File: src/rtl/ps2_host_tx.sv
// PS/2 host-to-device transmitter: inhibits the bus, sends one byte with odd parity, checks the ACK bit.
// Optional transfer watchdog enabled by defining PS2_HOST_TX_TIMEOUT_EN.
module ps2_host_tx #(
  parameter int INHIBIT_CYCLES = 5000,
  parameter int TIMEOUT_CYCLES = 750000
) (
  input  logic       clk,
  input  logic       rst,
  input  logic [7:0] tx_data,
  input  logic       tx_start,
  output logic       tx_busy,
  output logic       tx_done,
  output logic       tx_ack_ok,
  output logic       tx_error,
  input  logic       clk_kb_in,
  input  logic       data_kb_in,
  output logic       clk_kb_drive_low,
  output logic       data_kb_drive_low
);

  typedef enum logic [2:0] {
    S_IDLE, S_INHIBIT, S_REQ, S_SHIFT, S_ACK, S_WAIT_IDLE, S_DONE
  } state_t;

  localparam int ICW = $clog2(INHIBIT_CYCLES + 1);
  localparam logic [ICW-1:0] INH_LAST = ICW'(INHIBIT_CYCLES - 1);

`ifdef PS2_HOST_TX_TIMEOUT_EN
  localparam int TCW = $clog2(TIMEOUT_CYCLES + 1);
  localparam logic [TCW-1:0] TO_LAST = TCW'(TIMEOUT_CYCLES - 1);
  logic [TCW-1:0] to_cnt, to_cnt_d;
`endif

  state_t         state, state_d;
  logic [ICW-1:0] inh_cnt, inh_cnt_d;
  logic [3:0]     bit_cnt, bit_cnt_d;
  logic [9:0]     shreg, shreg_d;
  logic           ack_ok, ack_ok_d;
  logic           error, error_d;

  logic [1:0] clk_sync, data_sync;
  logic       clk_prev;
  logic       clk_s, data_s, fall;

  assign clk_s  = clk_sync[1];
  assign data_s = data_sync[1];
  assign fall   = clk_prev & ~clk_s;

  // Lines idle high, so synchronizers reset to 1 to avoid a false falling edge.
  always_ff @(posedge clk or posedge rst) begin
    if (rst) begin
      clk_sync  <= 2'b11;
      data_sync <= 2'b11;
      clk_prev  <= 1'b1;
    end else begin
      // NOTE: non-blocking assignments let every flop sample the pre-edge value, forming a true shift chain.
      clk_sync  <= {clk_sync[0], clk_kb_in};
      data_sync <= {data_sync[0], data_kb_in};
      clk_prev  <= clk_s;
    end
  end

  always_ff @(posedge clk or posedge rst) begin
    if (rst) begin
      state   <= S_IDLE;
      inh_cnt <= '0;
      bit_cnt <= '0;
      shreg   <= '1;
      ack_ok  <= 1'b0;
      error   <= 1'b0;
`ifdef PS2_HOST_TX_TIMEOUT_EN
      to_cnt  <= '0;
`endif
    end else begin
      state   <= state_d;
      inh_cnt <= inh_cnt_d;
      bit_cnt <= bit_cnt_d;
      shreg   <= shreg_d;
      ack_ok  <= ack_ok_d;
      error   <= error_d;
`ifdef PS2_HOST_TX_TIMEOUT_EN
      to_cnt  <= to_cnt_d;
`endif
    end
  end

  always_comb begin
    // NOTE: every target gets a hold default first so no path leaves it unassigned (no latch).
    state_d   = state;
    inh_cnt_d = inh_cnt;
    bit_cnt_d = bit_cnt;
    shreg_d   = shreg;
    ack_ok_d  = ack_ok;
    error_d   = error;
`ifdef PS2_HOST_TX_TIMEOUT_EN
    to_cnt_d  = to_cnt;
`endif

    unique case (state)
      S_IDLE: begin
        if (tx_start) begin
          // Frame after the start bit: data LSB first, odd parity, stop.
          shreg_d   = {1'b1, ~^tx_data, tx_data};
          ack_ok_d  = 1'b0;
          error_d   = 1'b0;
          inh_cnt_d = '0;
          state_d   = S_INHIBIT;
        end
      end
      S_INHIBIT: begin
        if (inh_cnt == INH_LAST) begin
          bit_cnt_d = '0;
`ifdef PS2_HOST_TX_TIMEOUT_EN
          to_cnt_d  = '0;
`endif
          state_d   = S_REQ;
        end else begin
          inh_cnt_d = inh_cnt + ICW'(1);
        end
      end
      S_REQ: begin
        if (fall) state_d = S_SHIFT;
      end
      S_SHIFT: begin
        if (fall) begin
          if (bit_cnt == 4'd9) begin
            ack_ok_d = ~data_s;
            error_d  = data_s;
            state_d  = S_ACK;
          end else begin
            shreg_d   = {1'b1, shreg[9:1]};
            bit_cnt_d = bit_cnt + 4'd1;
          end
        end
      end
      S_ACK:       state_d = S_WAIT_IDLE;
      S_WAIT_IDLE: if (clk_s && data_s) state_d = S_DONE;
      S_DONE:      state_d = S_IDLE;
      default:     state_d = S_IDLE;
    endcase

`ifdef PS2_HOST_TX_TIMEOUT_EN
    if (state == S_REQ || state == S_SHIFT || state == S_ACK) begin
      if (to_cnt == TO_LAST) begin
        ack_ok_d = 1'b0;
        error_d  = 1'b1;
        state_d  = S_DONE;
      end else begin
        to_cnt_d = to_cnt + TCW'(1);
      end
    end
`endif
  end

  assign clk_kb_drive_low  = (state == S_INHIBIT);
  assign data_kb_drive_low = (state == S_INHIBIT && inh_cnt == INH_LAST) ||
                             (state == S_REQ) ||
                             (state == S_SHIFT && !shreg[0]);
  assign tx_busy   = (state != S_IDLE);
  assign tx_done   = (state == S_DONE);
  assign tx_ack_ok = ack_ok;
  assign tx_error  = error;

endmodule

File: config.mk
export PLATFORM = sky130hd
export DESIGN_NAME = ps2_host_tx
export DESIGN_NICKNAME = d
export VERILOG_FILES = /design/src/rtl/ps2_host_tx.sv
export SDC_FILE = /design/constraint.sdc
export NUM_CORES = 1
export LEC_CHECK = 0
export CORE_UTILIZATION = 35
export CTS_CLUSTER_DIAMETER = 30
export DETAILED_ROUTE_END_ITERATION = 10
export MAX_ROUTING_LAYER = met4
export PLACE_DENSITY = 0.51
export SLEW_MARGIN = 20
export SYNTH_ARGS = -nofsm -noshare
export SYNTH_HDL_FRONTEND = slang
export SYNTH_SLANG_ARGS = --single-unit
export TNS_END_PERCENT = 5
File: constraint.sdc
create_clock -name clk -period 2.3 [get_ports clk]
set_input_delay 0.46 -clock clk [delete_from_list [all_inputs] [get_ports clk]]
set_output_delay 0.46 -clock clk [all_outputs]
set_load 0.02 [all_outputs]
==> results of run 1 <==
[where the power goes]
part	switching [mW]	internal (mW)
Clock	0.217	0.213
Combinational	0.752	0.572
Sequential	0.142	0.876
[through the flow]
step | utilization [%] | setup WS [ps] | hold slack, ps | area, um2
floorplan | - | 51.90 | 345.2 | 1951
global placement | 45.44 | -178.6 | 347.2 | 2380
detailed placement | 45.44 | -213.0 | 349.1 | 2380
CTS | 46.92 | 52.99 | 356.4 | 2457
global route | 46.94 | -16.83 | 362.1 | 2459
finish | 46.94 | 76.80 | 353.0 | 2459
[critical path: stages, from the launching register on]
cell	delay (ps)
dfrtp_1	380
or4b_4	550
nor4_4	170
a22oi_1	120
nor2_1	110
buf_4	150
[cell type report]
| cell class | count | area share [%] |
|---|---|---|
| Clock buffer | 7 | 3.104 |
| Clock inverter | 1 | 0.2036 |
| Inverter | 11 | 1.679 |
| Multi-Input combinational cell | 150 | 38.63 |
| Sequential cell | 36 | 37.46 |
| Tap cell | 70 | 3.562 |
| Timing Repair Buffer | 45 | 15.37 |
[flip-flops by register name, summed over array words and instances, names as in the netlist]
register / cells
clk_prev: 1
tx_ack_ok: 1
clk_sync: 2
data_sync: 2
inh_cnt: 13
tx_error: 1
state: 3
bit_cnt: 4
shreg: 9
[path summary, 6_finish.rpt]
check | cells after the start | end
worst max-delay path | 5 | data_kb_drive_low
worst min-delay path | 0 | data_sync[1]$_DFF_PP1_
worst max register to register | 7 | inh_cnt[12]$_DFFE_PP0P_
worst min register to register | 0 | data_sync[1]$_DFF_PP1_
max in group asynchronous | 3 | data_sync[0]$_DFF_PP1_
min in group asynchronous | 3 | state[2]$_DFFE_PP0P_
[synth_stat cells, types with 2 or more instances]
cell	number
a21o_1	2
a21oi_1	6
a21oi_2	3
a22o_1	5
buf_2	3
clkbuf_1	4
dfrtp_1	22
dfstp_2	14
ha_1	3
inv_1	11
mux2i_1	8
nand2_1	27
nand2b_1	2
nand3_1	9
nand4_1	2
nor2_1	13
nor2b_1	2
nor3_1	4
nor4_1	2
o21ai_0	10
o21ai_1	20
o22ai_2	3
o41ai_1	2
or3_1	2
or4_1	2
xnor2_1	7
[layer usage]
metal  vias up  track usage [%]
li1        820                -
met1       771            22.89
met2        32            24.95
met3         9            4.762
met4         0            7.885
met5         -                -
[what timing repair did]
item                                    in CTS  in global routing
endpoints found under the setup margin       3                  2
endpoints found under the hold margin        0                  0
gates resized for setup                      8                  1
hold buffers                                 0                  0
pin swaps                                    1                  0
[cells by family after synthesis]
logic type / share of synthesized area [%]
simple gates: 17.90
compound gates: 21.17
flops: 47.08
buf+inv: 4.233
xor+xnor: 3.592
mux: 4.105
fa+ha+maj: 1.925
==> run metrics, run 1 <==
status=finished, final reports clean; synth top area cells=dfrtp_1 28%, dfstp_2 19%, nand2_1 5.2%; DRC=0; post-synthesis sequential area ratio=47.08%; Critical Path Source Type=flop; WL per Instance=13.96 um; clk_lat worst skew=290 ps; DIE WIDTH=76.66 um; remaining global-route overflow=0; All-Layer GR Usage=17.42%; Worst slew margin=61.71%; clock transition at the registers of the reported paths=70 ps; share of post-route cells with drive strength above 1=24.00%; Cells after DPL=312; Synth Flop Type=dfrtp_1; post-layout min period=2223 ps; CTS tree=built; Detailed Routing Iterations Pass 1=4; area occupied by multi-input gates=949.7 um2; # port buffers=18; final hold vios=0; Clock Sinks=36; vias in the first global route=1639; die height=76.66 um; largest net degree at the start of global routing=37; initial antenna violation count=0; Setup Skew=9.937 ps; top-level port count=19; mapped cell area=1951 um2; first-pass GRT wire length=7748 um; Max-cap violations=0; RSZ-0062 raised after global routing=true; P_leak=1.075 nW; Setup CP Type=reg2out; Starting Density=37.24%; Rows=26; CP Capture Type=output port; H-tree lvl count=2; via count=1632; most frequent cells in the layout=28 x buf_4, 27 x nand2_1, 20 x o21ai_1, 20 x dfrtp_1, 15 x clkdlybuf4s50_1; warnings from Yosys=0; EDFF count, synth=0; most common cell after layout, fill and taps aside=buf_4; DP Wirelength=3306 um; Clock Tree Root=clkbuf_8; Cell variety after synth=44; Max IR drop VDD=0.0004118 V; Worst Path Required=1840 ps; post-synthesis register bit count=36; GPL Wtd Cong=0.9057; Top Metal Used=met4; via/cell ratio=5.100; routed wl met2=2090 um; PD cells=1128 nW/um2; post-route ant nets=0; post-synthesis async set-or-reset flop share=100.0%; CTS buffer count=5; Hold Crit Start=data_sync[0]$_DFF_PP1_; clk buf depth=2; Worst EP arrival=1760 ps; Metal-1 WL=2114 um; Area Growth Syn to Fin=26.04%; setup_tns=0 ps; cells after synthesis=206; Storage cell area=920.9 um2; Die ar.=5876 um2; area leader, netlist=dfrtp_1; final setup violation count=0; DR iter-0 viols=103; metal3 WL=177 um; final net count=265; Setup Buffers After CTS=0; Fmax=449.8 MHz; worst hold path type=reg2reg; CP Launch Point=inh_cnt[4]$_DFFE_PP0P_; Final Cycle Share=96.66%; Slew @ Worst Pin=569.1 ps; share of the synthesized area in the top cell type=28.22%; post-synthesis net count=222; Slew Limit Fails=0; Layout fillers=501; synthesized area per cell=9.469 um2; Antenna Cells=0; Core ar.=5238 um2; critical path peak fanout=2; R2R Path Start=inh_cnt[1]$_DFFE_PP0P_; WL final=4466 um; final total power=2.773 mW; Cell Count, Final, Fillers Out=320; reg2reg setup slack=470 ps
(Power assumes the default switching activity.)
==> inputs of run 2 (changes only) <==
Settings changed: CORE_UTILIZATION 35 to 54, PLACE_DENSITY 0.51 to 0.74.
==> run 2 against run 1 <==
Effect of this change: the run now ends with setup timing left; sequential cell count stayed put; design area is 2.1% lower; power decreased by 3.4%; critical path depth unchanged; utilization rose by 24 points; largest power group unchanged; highest routed layer unchanged.
==> run metrics, run 2 (synthesis gave the netlist of run 1 again) <==
Rows=21 (was 26); Setup Skew=14.05 ps (was 9.937 ps); H-tree lvl count=2 (unchanged); setup_tns=-16.08 ps (was 0 ps); PD cells=1113 nW/um2 (was 1128 nW/um2); hold_ws=360.2 ps (was 353.0 ps); RSZ-0062 raised after global routing=true (unchanged); first-pass GRT wire length=7348 um (was 7748 um); CP Capture Type=output port (unchanged); via count=1649 (was 1632); GR Util met2=42.72% (was 24.95%); Clock Sinks=36 (unchanged); Detailed Routing Iterations Pass 1=4 (unchanged); largest net degree at the start of global routing=37 (unchanged); Worst Path Required=1840 ps (about the same); status=complete, but fails checks (was finished, final reports clean); most common cell after layout, fill and taps aside=nand2_1 (was buf_4); DIE WIDTH=62.10 um (was 76.66 um); CP Launch Point=inh_cnt[4]$_DFFE_PP0P_ (unchanged); DRC=0 (unchanged); DP Wirelength=3034 um (was 3306 um); WL final=4112 um (was 4466 um); failing checks=setup timing; Max IR drop VDD=0.0005750 V (was 0.0004118 V); pre-CTS WS=-226.9 ps (was -213.0 ps); clock transition at the registers of the reported paths=100 ps (was 70 ps); Top reg by flops=inh_cnt (unchanged); clk_lat worst skew=350 ps (was 290 ps); CTS buffer count=5 (unchanged); GRT met1 Usage=28.26% (was 22.89%); CTS Hold Bufs=0 (unchanged); crit path max-delay cell type=or4b_4 (unchanged); worst hold path type=reg2reg (unchanged); most frequent cells in the layout=27 x nand2_1, 25 x buf_4, 21 x dfrtp_1 (was 28 x buf_4, 27 x nand2_1, 20 x o21ai_1, 20 x dfrtp_1, 15 x clkdlybuf4s50_1); die height=62.10 um (was 76.66 um); P_leak=1.083 nW (was 1.075 nW); biggest regs=inh_cnt (13), shreg (9), bit_cnt (4) (unchanged); vias in the first global route=1723 (was 1639); clk buf depth=2 (unchanged); Worst slew margin=60.65% (was 61.71%); GPL Wtd Cong=0.8465 (was 0.9057); Area Growth Syn to Fin=23.35% (was 26.04%); post-route ant nets=0 (unchanged); final total power=2.678 mW (was 2.773 mW); Fmax=431.8 MHz (was 449.8 MHz); critical path cell sequence=or4b_4, nor4_4, a22oi_1, nor2_1, buf_4 (unchanged); WL per Instance=14.03 um (was 13.96 um); post-layout min period=2316 ps (was 2223 ps); worst r2r dst=inh_cnt[12]$_DFFE_PP0P_ (unchanged); DR iter-0 viols=96 (was 103); Core ar.=3390 um2 (was 5238 um2); CTS tree=built (unchanged); share of post-route cells with drive strength above 1=23.89% (was 24.00%); Critical Path Source Type=flop (unchanged); Largest register FFs=13 (unchanged); Slew @ Worst Pin=584.9 ps (was 569.1 ps); Max-cap violations=0 (unchanged); Cell Count, Final, Fillers Out=293 (was 320); All-Layer GR Usage=25.33% (was 17.42%); Cells after DPL=285 (was 312); # port buffers=18 (unchanged); top-level port count=19 (unchanged); Clock Tree Root=clkbuf_4 (was clkbuf_8); Starting Density=57.55% (was 37.24%); Final Cycle Share=100.7% (was 96.66%); critical path peak fanout=2 (unchanged); CP Capture Point=data_kb_drive_low (unchanged); Reg2Reg Depth=7 (unchanged); Setup CP Type=reg2out (unchanged); Antenna Cells=0 (unchanged); final hold vios=0 (unchanged); via/cell ratio=5.628 (was 5.100); setup ws final=-16.08 ps (was 76.80 ps); R2R Path Start=inh_cnt[0]$_DFFE_PP0P_ (was inh_cnt[1]$_DFFE_PP0P_); final setup violation count=1 (was 0); reg2reg setup slack=440 ps (was 470 ps); final net count=262 (was 265); remaining global-route overflow=0 (unchanged); Worst EP arrival=1860 ps (was 1760 ps); slowest cell delay on critical path=550 ps (about the same); Die ar.=3856 um2 (was 5876 um2); Slew Limit Fails=0 (unchanged); gr busiest metal=met2 (unchanged); initial antenna violation count=0 (unchanged); met3 usage in global routing=4.228% (was 4.762%)
[run 2: power by group]
part,leakage (nW),internal [mW],switching (mW),total (mW)
registers,0.438,0.873,0.135,1.01
clock network,0.0386,0.180,0.207,0.387
logic,0.607,0.553,0.731,1.28
[run 2: layout make-up]
class	count	area [um2]
clock buffer	8	68.82
fill	267	983.4
inverter	11	41.29
multi-input combinational	150	957.2
sequential	36	919.6
tap	46	57.56
timing repair buffer	42	361.6
[run 2: metrics by stage]
stage / util, % / area (um2)
3_5_place_dp: 68.66 / 2327
4_1_cts: 70.84 / 2401
2_1_floorplan: - / 1951
3_3_place_gp: 68.66 / 2327
5_1_grt: 70.99 / 2406
6_report: 70.99 / 2406
[run 2: worst min path at each step]
stage / slack, ps / startpoint / cells after the start / endpoint
floorplan: 350 / clk_sync[0]$_DFF_PP1_ / 0 / clk_sync[1]$_DFF_PP1_
global route: 360 / data_sync[0]$_DFF_PP1_ / 0 / data_sync[1]$_DFF_PP1_
CTS: 360 / data_sync[0]$_DFF_PP1_ / 0 / data_sync[1]$_DFF_PP1_
finish: 360 / data_sync[0]$_DFF_PP1_ / 0 / data_sync[1]$_DFF_PP1_
global placement: 350 / data_sync[0]$_DFF_PP1_ / 0 / data_sync[1]$_DFF_PP1_
detailed placement: 350 / data_sync[0]$_DFF_PP1_ / 0 / data_sync[1]$_DFF_PP1_
[run 2: what timing repair did]
item | CTS | global route
setup endpoints to repair | 4 | 3
pin swaps | 1 | 0
resized for setup | 9 | 2
endpoints found under the hold margin | 0 | 0
buffers inserted | 0 | 0
[run 2: worst max-delay path: cells and delay by family, from the launching register on]
kind | cells | cell delay [ps]
DFF | 1 | 390
AOI/OAI and AO/OA | 1 | 130
and+or+nand+nor | 3 | 840
buffers and inverters | 1 | 150
[run 2: metal layers]
metal	share of wire (%)	wire length (um)
met5	0	0
met4	2.4	99
met3	2.9	120
met2	53	2186
met1	41	1705
==> inputs of run 3 (changes only) <==
Settings changed: MAX_ROUTING_LAYER met4 to unset, PLACE_DENSITY 0.74 to 0.76.
==> run 3 against run 2 <==
Effect of this change: the flow still finishes with violations (setup timing); sequential power about the same; worst hold slack got worse by 0.55 ps; register-to-register slack got worse by 40 ps; utilization fell by 0.78 points; clock power down 18%; global-route usage down 0.59 points; clock skew fell by 6.4 ps; setup slack gained 0.68 ps; sequential cell count stayed put; maximum frequency about the same; non-clock buffer count did not move; cell count did not move; critical endpoint is now tx_busy; highest routed layer unchanged.
==> run metrics, run 3 (synthesis gave the netlist of run 1 again) <==
Starting Density=57.55% (unchanged); GPL Wtd Cong=0.9083 (was 0.8465); Core ar.=3390 um2 (unchanged); most frequent cells in the layout=27 x nand2_1, 25 x buf_4, 20 x o21ai_1, 20 x dfrtp_1, 15 x clkdlybuf4s50_1 (was 27 x nand2_1, 25 x buf_4, 21 x dfrtp_1); DIE WIDTH=62.10 um (unchanged); switching power=1.073 mW (about the same); gr busiest metal=met2 (unchanged); Cell Int Power=1.544 mW (was 1.605 mW); Buf/Inv on CP=2 (was 1); post-route ant nets=0 (unchanged); combinational power share=49.0% (was 47.9%); Critical Path Source Type=flop (unchanged); final net count=262 (unchanged); CTS Hold Bufs=0 (unchanged); Worst slew margin=60.39% (was 60.65%); Clock Sinks=36 (unchanged); Slew Limit Fails=0 (unchanged); share of post-route cells with drive strength above 1=23.08% (was 23.89%); Max-cap violations=0 (unchanged); met3 usage in global routing=4.963% (was 4.228%); share of total power in the clock network=12.1% (was 14.4%); Fmax=431.9 MHz (was 431.8 MHz); Antenna Cells=0 (unchanged); clk buf depth=2 (unchanged); WL per Instance=14.53 um (was 14.03 um); Setup Skew=7.655 ps (was 14.05 ps); clk_lat worst skew=340 ps (was 350 ps); crit path max-delay cell type=clkdlybuf4s50_1 (was or4b_4); DP Wirelength=3121 um (was 3034 um); CP Capture Type=output port (unchanged); Largest register FFs=13 (unchanged); CTS tree=built (unchanged); WL final=4256 um (was 4112 um); remaining global-route overflow=0 (unchanged); Area Growth Syn to Fin=22.00% (was 23.35%); DR iter-0 viols=50 (was 96); hold_ws=359.7 ps (was 360.2 ps); die height=62.10 um (unchanged); worst hold path type=reg2reg (unchanged); via/cell ratio=5.754 (was 5.628); post-layout min period=2315 ps (was 2316 ps); All-Layer GR Usage=24.74% (was 25.33%); via count=1686 (was 1649); Slew @ Worst Pin=590.2 ps (was 584.9 ps); Layout Utilization=70.21% (was 70.99%); most common cell after layout, fill and taps aside=nand2_1 (unchanged); failing checks=setup timing (unchanged); critical path peak fanout=9 (was 2); Top reg by flops=inh_cnt (unchanged); Layout fillers=265 (was 267); sequential share of power=38.9% (was 37.6%); CP delay by family, top=buffers and inverters (was simple AND/OR/NAND/NOR gates); DRC=0 (unchanged); RSZ-0062 raised after global routing=true (unchanged); Die ar.=3856 um2 (unchanged); Clock Tree Root=clkbuf_4 (unchanged); critical path cell sequence=nor3_1, inv_1, clkdlybuf4s50_1 (was or4b_4, nor4_4, a22oi_1, nor2_1, buf_4); final setup violation count=1 (unchanged); Setup CP Type=reg2out (unchanged); Worst EP arrival=1860 ps (about the same); GRT met1 Usage=27.24% (was 28.26%); vias in the first global route=1683 (was 1723); initial antenna violation count=0 (unchanged); GR Util met2=42.72% (unchanged); Sw Ratio=41.01% (was 40.06%); setup ws final=-15.40 ps (was -16.08 ps); largest net degree at the start of global routing=37 (unchanged); clock transition at the registers of the reported paths=100 ps (about the same); Rows=21 (unchanged); biggest regs=inh_cnt (13), shreg (9), bit_cnt (4) (unchanged); final hold vios=0 (unchanged); # port buffers=18 (unchanged); status=complete, but fails checks (unchanged); H-tree lvl count=2 (unchanged); PD cells=1100 nW/um2 (was 1113 nW/um2); Max IR drop VDD=0.0005817 V (was 0.0005750 V); P_leak=1.066 nW (was 1.083 nW); Worst Path Required=1840 ps (about the same); final total power=2.617 mW (was 2.678 mW); Detailed Routing Iterations Pass 1=4 (unchanged); CTS buffer count=5 (unchanged); Final Cycle Share=100.7% (about the same); first-pass GRT wire length=7389 um (was 7348 um); top-level port count=19 (unchanged); slowest cell delay on critical path=560 ps (was 550 ps)
==> run 3: final cells by class <==
type | count | area [um2] | area share, %
Sequential cell | 36 | 920.9 | 38.70
Tap cell | 46 | 57.56 | 2.419
Timing Repair Buffer | 42 | 359.1 | 15.09
Inverter | 11 | 41.29 | 1.735
Multi-Input combinational cell | 150 | 952.2 | 40.01
Clock buffer | 8 | 48.80 | 2.050
==> run 3: routing by layer <==
layer / vias up / share of wire [%]
li1: 813 / -
met1: 805 / 41
met2: 51 / 52
met3: 17 / 3.7
met4: 0 / 3.4
met5: - / 0
==> run 3: stage by stage <==
step | setup slack (ps) | area [um2] | TNS (ps) | instances
global placement | -185.5 | 2312 | -185.5 | 283
global route | -110.2 | 2380 | -190.5 | 293
finish | -15.40 | 2380 | -15.40 | 293
detailed placement | -215.7 | 2312 | -215.7 | 283
floorplan | 51.90 | 1951 | 0 | 206
CTS | -26.75 | 2370 | -41.86 | 292
==> run 3: worst register-to-register path, cell delays in order (launching register included) <==
cell,delay [ps]
dfrtp_1,480
buf_4,200
nand3b_1,190
a31oi_2,310
o21bai_1,230
buf_4,190
nor2_1,50
a21o_1,160
==> run 3: final timing paths <==
path                            cells past startpoint                   start                       to  slack [ps]
worst min-delay path                                0  data_sync[0]$_DFF_PP1_   data_sync[1]$_DFF_PP1_         360
worst max-delay path                                3    state[2]$_DFFE_PP0P_                  tx_busy         -20
worst max register to register                      7    state[2]$_DFFE_PP0P_     state[2]$_DFFE_PP0P_         400
max in group asynchronous                           3                     rst       clk_prev$_DFF_PP1_        1420
worst min register to register                      0  data_sync[0]$_DFF_PP1_   data_sync[1]$_DFF_PP1_         360
min in group asynchronous                           3                     rst  inh_cnt[10]$_DFFE_PP0P_         530
==> run 3: power groups by stage <==
stage	combinational, mW	sequential, mW	clock (mW)
CTS	1.27	1.02	0.326
global placement	1.21	1.01	0
detailed placement	1.26	1.03	0
finish	1.28	1.02	0.316
global route	1.42	1.05	0.353
floorplan	0.845	1.00	0
==> run 3: timing repair <==
action                     4_1_cts  5_1_grt
pin swaps                        3        1
gates resized for setup          9        1
hold endpoints to repair         0        0
setup buffers                    1        1
cloned                           0        0
setup endpoints to repair        4        3
==> edit (settings of run 3) <==
Add a define of `PS2_HOST_TX_TIMEOUT_EN`.
--- a/src/rtl/ps2_host_tx.sv
+++ b/src/rtl/ps2_host_tx.sv
@@ -1,5 +1,7 @@
 // PS/2 host-to-device transmitter: inhibits the bus, sends one byte with odd parity, checks the ACK bit.
 // Optional transfer watchdog enabled by defining PS2_HOST_TX_TIMEOUT_EN.
+`define PS2_HOST_TX_TIMEOUT_EN
+
 module ps2_host_tx #(
   parameter int INHIBIT_CYCLES = 5000,
   parameter int TIMEOUT_CYCLES = 750000
Formal check against the unedited RTL: same outputs for any inputs over 10 cycles, from zero or initial values and one cycle with rst high; that may be too few to reach the edited logic, so the function may still have changed.
==> edit against run 3 <==
  * Maximum frequency grew 4.8%
  * Power decreased by 23%
  * Largest cell class is now registers
  * Worst setup slack improved by 0.11 ns
  * First-iteration DRC count grew 150%
  * Worst hold slack lost 0.0010 ns
  * Sequential cell count increased by 20
  * Area after synthesis grew 48%
  * Sequential share of layout area up 2.9 points
  * Cell area rose by 44%
  * Register-to-register slack got worse by 0.22 ns
  * Routed wire length up 36%
  * Critical path depth grew 2
  * Final cell count grew 41%
  * Core utilization down 3.7 points
==> edit: results (changes against run 3) <==
Run status
  – Outcome: completed

GRT
  – Global Route met3 Usage: 0.03481 (-0.01483)
  – Met2 usage: 0.3684 (-0.05883)
  – Total GRT Usage: 0.2219 (-0.02554)
  – Largest net degree at the start of global routing: 57 (+54%)
  – Number of global-route vias before repair: 2143 (+27%)
  – Met1 Use GR: 0.2888 (+0.01641)
  – First-pass GRT wire length: 9.487 mm (+28%)
  – Initial antenna violation count: 0 (unchanged)

Clocking
  – Num CTS Buffers: 5 (unchanged)
  – Clk_lat worst skew: 0.30 ns (-0.04 ns)
  – Root Buffer Master: clkbuf_8

Synth
  – Syn avg cell area: 9.480 um2 (+0.12%)
  – Syn Nets: 322 (+45%)
  – Synth async-reset ratio: 1.000 (unchanged)
  – Synth unique cells: 47 (+6.8%)
  – Synth area leaders: dfrtp_1 (36%), dfstp_2 (13%), nand2_1 (5.2%)
  – Register area share after synthesis: 0.4907 (+0.01988)
  – Synth top cells by count: dfrtp_1 (42), nand2_1 (40), o21ai_0 (25), nand3_1 (24), nor2_1 (19)

Placed design
  – Worst slack, placed: -0.1718 ns (+0.04383 ns)
  – Placed Instances: 404 (+43%)
  – Detailed Place HPWL: 4.146 mm (+33%)
  – Gpl congestion: 0.8957 (-1.4%)
  – Area after DPL: 3287 um2 (+42%)

Final layout
  – Final-layout fill cell count: 444 (+68%)
  – # diodes: 0 (unchanged)
  – Layout cells sized above 1: 0.1773 (-0.05344)
  – Regs by FF count: to_cnt (20), inh_cnt (13), shreg (9)
  – Final cell count without fillers: 414 (+41%)
  – Fin nets: 360 (+37%)

Route
  – DR iter-0 viols: 123 (+150%)
  – Met2 WL: 2.744 mm (+25%)
  – Met3 WL: 244 um (+53%)
  – Overall via count from detail_route: 2409 (+43%)
  – Routed met1 length: 2.685 mm (+53%)
  – Final wirelength: 5.787 mm (+36%)

Timing
  – Worst slew pin tran: 0.8899 ns (+0.2996 ns)
  – Fin Clk Skew: 0.003884 ns (-0.003770 ns)

Power and ir drop
  – Internal Power: 1.512 mW (-2.1%)
  – Worst vdd ir: 0.3579 mV (-38%)
  – Pleak: 1.477 nW (+38%)
  – Clk power: 0.571 mW (+81%)
  – Clk pwr share: 0.284 (+0.163)
  – Sequential share of power: 0.551 (+0.162)

Critical path
  – Max Fanout on Critical Path: 3 (-6)
  – Critical path's largest stage delay: 0.41 ns (-0.15 ns)
  – Worst path arrival time: 1.75 ns (-0.11 ns)
  – Slowest-stage cell, CP: dfrtp_1
-- edit: path summary, 6_finish.rpt --
kind                                        start                       to  slack (ns)  cells past startpoint
setup / recovery           inh_cnt[3]$_DFFE_PP0P_        data_kb_drive_low        0.09                      5
hold reg to reg             clk_sync[0]$_DFF_PP1_    clk_sync[1]$_DFF_PP1_        0.36                      0
hold / removal              clk_sync[0]$_DFF_PP1_    clk_sync[1]$_DFF_PP1_        0.36                      0
max in group asynchronous                     rst     shreg[0]$_DFFE_PP1P_        1.49                      3
setup reg to reg               state[0]$_DFF_PP0_     to_cnt[18]$_DFF_PP0_        0.18                      6
min in group asynchronous                     rst  inh_cnt[11]$_DFFE_PP0P_        0.51                      3
-- edit: critical path: cells and delay by family (launching register included) --
family | cells | cell delay [ns]
AOI/OAI and AO/OA | 2 | 0.25
DFF | 1 | 0.41
buffers and inverters | 1 | 0.21
and+or+nand+nor | 2 | 0.58
-- edit: area by class of cell --
class                   instances  area [um2]  area share
clock buffers                   8       100.1     0.02927
inverters                       8       32.53    0.009513
multi-input cells             230        1409      0.4120
flip-flops and latches         56        1421      0.4157
well taps                      70       87.58     0.02561
repair buffers                 42       369.1      0.1079
-- edit: what timing repair did --
action,in CTS,in global routing
setup endpoints to repair,2,4
pin swaps,1,4
gates resized for setup,9,6
setup buffers,2,0
-- edit: cell families (layout without fill, tap and decap cells) --
| group | after synthesis | after routing | synth area share |
|---|---|---|---|
| buffers and inverters | 19 | 58 | 0.02856 |
| adders and majority gates | 4 | 4 | 0.01731 |
| xor gates and xnor gates | 12 | 12 | 0.03635 |
| and+or+nand+nor | 135 | 135 | 0.2419 |
| muxes | 11 | 11 | 0.03808 |
| AOI/OAI and AO/OA | 68 | 68 | 0.1471 |
| DFF | 56 | 56 | 0.4907 |
